==> src/rtl/fetch_load_ctrl.sv <==
// Instruction-fetch sequencer: builds program words from UART bytes, writes them
// to instruction memory, then gates the pipeline enable for run or single-step.
module fetch_load_ctrl #(
    parameter int unsigned DATA_WIDTH = 32,
    parameter int unsigned ADDR_STEP  = 4,
    parameter int unsigned MEM_DEPTH  = 256
) (
    input  logic                  i_clock,
    input  logic                  i_reset,
    input  logic [7:0]            i_rx_data,
    input  logic                  i_rx_valid,
    input  logic                  i_halt,
    output logic [DATA_WIDTH-1:0] o_instruccion,
    output logic [DATA_WIDTH-1:0] o_address,
    output logic                  o_loading,
    output logic                  o_wr_en,
    output logic                  o_pipe_enable,
    output logic                  o_pipe_flush,
    output logic                  o_busy,
    output logic                  o_halted,
    output logic [31:0]           o_cycle_count
);

    localparam logic [2:0] S_IDLE     = 3'd0;
    localparam logic [2:0] S_LD_COUNT = 3'd1;
    localparam logic [2:0] S_LD_BYTE  = 3'd2;
    localparam logic [2:0] S_LD_WRITE = 3'd3;
    localparam logic [2:0] S_RUN      = 3'd4;
    localparam logic [2:0] S_STEP     = 3'd5;
    localparam logic [2:0] S_HALTED   = 3'd6;

    localparam logic [7:0] CMD_LOAD  = 8'h4C;
    localparam logic [7:0] CMD_RUN   = 8'h52;
    localparam logic [7:0] CMD_STEP  = 8'h53;
    localparam logic [7:0] CMD_CLEAR = 8'h43;
    localparam logic [7:0] CMD_PAUSE = 8'h50;

    localparam logic [DATA_WIDTH-1:0] STEP_INC = DATA_WIDTH'(ADDR_STEP);

    logic [2:0]            state;
    logic [DATA_WIDTH-1:0] shift_q;
    logic [DATA_WIDTH-1:0] addr_q;
    logic [8:0]            remaining;
    logic [1:0]            byte_idx;
    logic                  hold_valid;
    logic [7:0]            hold_data;
    logic                  wr_en_q;
    logic                  flush_q;
    logic [31:0]           count_q;

    logic                  byte_avail;
    logic [7:0]            byte_val;
    logic [31:0]           n_words;

    // A byte caught during LD_WRITE is parked in hold_data and takes priority
    // over the live strobe; a live byte arriving meanwhile replaces it.
    always_comb begin
        byte_avail = hold_valid | i_rx_valid;
        byte_val   = hold_valid ? hold_data : i_rx_data;
        n_words    = (i_rx_data == 8'd0) ? 32'd256 : {24'd0, i_rx_data};
        if (n_words > MEM_DEPTH) begin
            n_words = MEM_DEPTH;
        end
    end

    always_ff @(posedge i_clock or negedge i_reset) begin
        if (!i_reset) begin
            state      <= S_IDLE;
            shift_q    <= '0;
            addr_q     <= '0;
            remaining  <= '0;
            byte_idx   <= '0;
            hold_valid <= 1'b0;
            hold_data  <= '0;
            wr_en_q    <= 1'b0;
            flush_q    <= 1'b0;
            count_q    <= '0;
        end else begin
            wr_en_q <= 1'b0;
            flush_q <= 1'b0;
            if (o_pipe_enable && (count_q != '1)) begin
                count_q <= count_q + 32'd1;
            end

            case (state)
                S_IDLE, S_HALTED: begin
                    if (i_rx_valid) begin
                        if (i_rx_data == CMD_LOAD) begin
                            state   <= S_LD_COUNT;
                            addr_q  <= '0;
                            count_q <= '0;
                        end else if (i_rx_data == CMD_CLEAR) begin
                            state   <= S_IDLE;
                            flush_q <= 1'b1;
                            count_q <= '0;
                        end else if (state == S_IDLE && i_rx_data == CMD_RUN) begin
                            state <= S_RUN;
                        end else if (state == S_IDLE && i_rx_data == CMD_STEP) begin
                            state <= S_STEP;
                        end
                    end
                end
                S_LD_COUNT: begin
                    if (i_rx_valid) begin
                        remaining <= n_words[8:0];
                        byte_idx  <= '0;
                        state     <= S_LD_BYTE;
                    end
                end
                S_LD_BYTE: begin
                    if (byte_avail) begin
                        shift_q  <= {shift_q[DATA_WIDTH-9:0], byte_val};
                        byte_idx <= byte_idx + 2'd1;
                        if (hold_valid) begin
                            hold_valid <= i_rx_valid;
                            hold_data  <= i_rx_data;
                        end
                        if (byte_idx == 2'd3) begin
                            wr_en_q <= 1'b1;
                            state   <= S_LD_WRITE;
                        end
                    end
                end
                S_LD_WRITE: begin
                    addr_q    <= addr_q + STEP_INC;
                    remaining <= remaining - 9'd1;
                    if (remaining == 9'd1) begin
                        flush_q    <= 1'b1;
                        hold_valid <= 1'b0;
                        state      <= S_IDLE;
                    end else begin
                        state <= S_LD_BYTE;
                        if (i_rx_valid) begin
                            hold_valid <= 1'b1;
                            hold_data  <= i_rx_data;
                        end
                    end
                end
                S_RUN: begin
                    if (i_halt) begin
                        state <= S_HALTED;
                    end else if (i_rx_valid && i_rx_data == CMD_PAUSE) begin
                        state <= S_IDLE;
                    end
                end
                S_STEP: begin
                    state <= i_halt ? S_HALTED : S_IDLE;
                end
                default: begin
                    state <= S_IDLE;
                end
            endcase
        end
    end

    assign o_instruccion = shift_q;
    assign o_address     = addr_q;
    assign o_wr_en       = wr_en_q;
    assign o_pipe_flush  = flush_q;
    assign o_cycle_count = count_q;
    assign o_loading     = (state == S_LD_COUNT) || (state == S_LD_BYTE) || (state == S_LD_WRITE);
    assign o_pipe_enable = (state == S_RUN) || (state == S_STEP);
    assign o_busy        = (state != S_IDLE) && (state != S_HALTED);
    assign o_halted      = (state == S_HALTED);

endmodule

==> config.mk <==
export PLATFORM = sky130hd
export DESIGN_NAME = fetch_load_ctrl
export DESIGN_NICKNAME = d
export VERILOG_FILES = /design/src/rtl/fetch_load_ctrl.sv
export SDC_FILE = /design/constraint.sdc
export NUM_CORES = 1
export LEC_CHECK = 0
export ABC_AREA = 1
export CAP_MARGIN = 20
export CORE_UTILIZATION = 43
export DETAILED_ROUTE_END_ITERATION = 10
export GPL_TIMING_DRIVEN = 0
export PLACE_DENSITY_LB_ADDON = 0.15
export SLEW_MARGIN = 20
export SYNTH_ARGS = -nofsm -noshare
export SYNTH_HDL_FRONTEND = slang
export SYNTH_SLANG_ARGS = --single-unit
==> constraint.sdc <==
create_clock -name i_clock -period 2.8 [get_ports i_clock]
set_clock_uncertainty 0.15 [all_clocks]
set_input_delay 0.56 -clock i_clock [delete_from_list [all_inputs] [get_ports i_clock]]
set_output_delay 0.56 -clock i_clock [all_outputs]
set_load 0.01 [all_outputs]
==> flow_summary_export.csv <==
group,metric,value,unit
synth,async_flop_share,1.000,
place,hpwl,14310,um
place,gp_congestion,0.9387,
route,drtIter0Drc,487,
floorplan,dieArea,16630,um2
timing,hold_viol,0,
hold_path,worstHoldStart,"o_instruccion[26]",
synth,yosysUniqueCellTypes,35,
pwr,pwr-share-clk,0.297,
final_layout,final_layout_size_suffix_gt1_frac,0.06545,
critical_path,start_kind,"register",
timing,whs,317.2,ps
synth,synth_area,6933,um2
hold_path,hold_depth,2,
synth,synth_top_area_frac,0.4295,
pwr,swShare,0.3698,
synth,synth_top_cell_by_area,"dfrtp_1",
critical_path,worst-path-stages,5,
clock_tree,cts_setup_buffers,0,
timing,timing.final.ws_setup,147.4,ps
pwr,pwr-share-comb,0.357,
synth,ys_ff_latch,119,
synth,avgSynthCellArea,6.919,um2
timing,min_period_over_period,0.9474,
floorplan,start_util,0.4380,
clock_tree,htreeDepth,4,
clock_tree,cts_buffers,17,
synth,synthTopCellsByArea,"dfrtp_1 (43%), nand2_1 (17%), nor2_1 (7.4%)",
place,io_buffers,110,
pwr,switching_power,2.834,mW
critical_path,slowest_delay,590,ps
pwr,vdd_ir_drop_max,0.0005569,V
timing,fmaxAchievable,377.0,MHz
grt,grt_max_degree,64,
pwr,p_leak,4.040,nW
final_layout,layout.nets,1151,
route,ant_nets,0,
critical_path,reg2reg_depth,10,
critical_path,crit_buf_inv,3,
final_layout,n_antenna_cell,0,
place,detailedPlace.worstSlack,-37.89,ps
critical_path,cp.required,2090,ps
critical_path,worstPathMaxFanout,8,
grt,antenna_found_initial,0,
critical_path,crit_arrival,1940,ps
clock_tree,root_buffer,"clkbuf_16",
floorplan,row_count,46,
critical_path,cpMostUsedCell,"nor2_1",
timing,slew_headroom,0.5545,
run,maxCapViolCount,0,
synth,syn-instance-count,1002,
timing,worst_pin_slew,668.3,ps
route,wl_per_cell,14.20,um
timing,maxSlewViolCount,0,
hold_path,hp-class,"register to register",
floorplan,fp.dieW,129.0,um
pwr,p_seq_frac,0.346,
clock_tree,clock_sinks,119,
grt,overflow,0,
synth,synthTopCellsByCount,"nand2_1 (321), nor2_1 (136), dfrtp_1 (119)",
floorplan,chipHeight,129.0,um
synth,synth_edf_count,0,
timing,report.final.setup_viol,0,
route,vias,6844,
critical_path,r2r_start,"o_cycle_count[0]",
synth,yosysSeqAreaShare,0.4295,
grt,grt_pass1_wl,31700,um
critical_path,cpLargestDelayFamily,"buffers and inverters",
critical_path,crit_slowest_cell,"clkdlybuf4s50_1",
route,drc,0,
pwr,p_per_area,855.5,nW/um2
floorplan,core,15830,um2
critical_path,path_class,"register to output port",
timing,rsz0062_at_grt,"no",
clock_tree,cts_tree,"built",
critical_path,r2r_end,"o_cycle_count[14]",
route,vias_per_cell,5.025,
synth,yosysWarnings,0,
final_layout,areaGrowthSynthToFinish,29.20,%
critical_path,cp-end-kind,"output port",
floorplan,io_pins,114,
clock_tree,clkTransAtPathRegs,60,ps
route,dr.pass1.iters,5,
hold_path,hold_end,"o_instruccion[26]",
grt,grt_usage,0.2478,
grt,grt_pass1_vias,6297,
critical_path,crit_chain,"buf_4 > inv_1 > nor2_1 > nor2_1 > clkdlybuf4s50_1",
route,totalWireLength,19340,um
pwr,p_int,4.829,mW
timing,finalCriticalPeriod,2653,ps
critical_path,r2r_setup_slack,590,ps
final_layout,fill_cells,1510,
synth,synthFlopType,"dfrtp_1",
clock_tree,clockBufferDepth,2,
outcome,status,"complete, no violations",
synth,yosysMostFrequentCell,"nand2_1",
timing,setup_tns,0,ps
clock_tree,clk-insertion-delay-late,430,ps
worst max path at each step:
stage / startpoint / endpoint / slack, ps
global placement: i_reset / o_address[9] / -3840
CTS: state[1] / o_pipe_enable / 40
finish: state[2] / o_busy / 150
detailed placement: i_rx_data[5] / o_cycle_count[21] / -40
global route: state[2] / o_busy / 20
floorplan: o_cycle_count[1] / o_cycle_count[1] / 920
flip-flops by register name (all words and copies together), names as in the netlist:
register / count
o_address: 30
state: 3
o_pipe_flush: 1
o_wr_en: 1
o_instruccion: 32
hold_valid: 1
remaining: 9
o_cycle_count: 32
hold_data: 8
byte_idx: 2
worst register-to-register path, delay by kind of cell (launching register included):
family	cells	cell delay, ps
fa+ha+maj	1	240
buf+inv	2	330
flops	1	430
simple gates	7	980
routing by layer:
metal | vias up | GRT usage | share of wire
met5 | - | 0 | 0
met4 | 0 | 0.08789 | 0.017
met3 | 27 | 0.04366 | 0.041
met2 | 176 | 0.3978 | 0.47
met1 | 3173 | 0.3369 | 0.47
li1 | 3468 | - | -
layout make-up:
type | count | area (um2) | share of cell area
Inverter | 122 | 457.9 | 0.05112
Clock inverter | 13 | 168.9 | 0.01886
Timing Repair Buffer | 112 | 1140 | 0.1273
Clock buffer | 18 | 439.2 | 0.04903
Buffer | 29 | 157.7 | 0.01760
Multi-Input combinational cell | 733 | 3346 | 0.3735
Sequential cell | 119 | 2978 | 0.3324
Tap cell | 216 | 270.3 | 0.03017
through the flow:
step / total power, mW / instances / util / instance area (um2)
detailed placement: 5.413 / 1330 / 0.5267 / 8337
floorplan: 4.159 / 1003 / - / 6937
global placement: 5.360 / 1329 / 0.5249 / 8308
CTS: 7.716 / 1362 / 0.5658 / 8955
global route: 8.140 / 1362 / 0.5659 / 8957
finish: 7.663 / 1362 / 0.5659 / 8957
layout by cell type, fill, tap and decap left out, drive strengths merged:
cell type,synthesis,layout
nand2,325,325
nor2,141,141
inv,122,126
dfrtp,119,119
clkdlybuf4s50,0,109
nand3,90,90
o21ai,70,70
clkbuf,14,32
a21oi,23,23
nand4,20,20
nor3,19,19
buf,15,17
xor2,10,10
o22ai,8,8
ha,5,5
clkinv,0,5
o211ai,4,4
xnor2,3,3
nand3b,3,3
a31oi,3,3
o221ai,3,3
bufinv,0,3
conb,1,2
o31ai,1,1
and3,1,1
nor3b,1,1
a211oi,1,1
clkinvlp,0,1
dlygate4sd3,0,1
kinds of logic (layout without fill, tap and decap cells):
group / count (synthesis) / after routing / synth area share
buffers and inverters: 151 / 294 / 0.08879
AO/OA/AOI/OAI: 113 / 113 / 0.09276
adder cells (fa/ha/maj): 5 / 5 / 0.009024
flip-flops: 119 / 119 / 0.4295
other: 1 / 2 / 0.0005409
AND/OR/NAND/NOR: 600 / 600 / 0.3629
XOR/XNOR: 13 / 13 / 0.01642
power groups by stage:
stage	clock network, mW	logic [mW]	registers, mW
2_1_floorplan	0	1.45	2.71
3_3_place_gp	0	2.69	2.67
5_1_grt	2.39	3.04	2.71
4_1_cts	2.32	2.75	2.65
6_report	2.28	2.74	2.65
3_5_place_dp	0	2.74	2.67
repair_timing:
action / 4_1_cts / 5_1_grt
gates resized for setup: 0 / 1
endpoints found under the hold margin: 56 / 0
hold buffers: 1 / 0
setup endpoints to repair: 0 / 1
No activity file was read; power rests on OpenSTA's default activity.
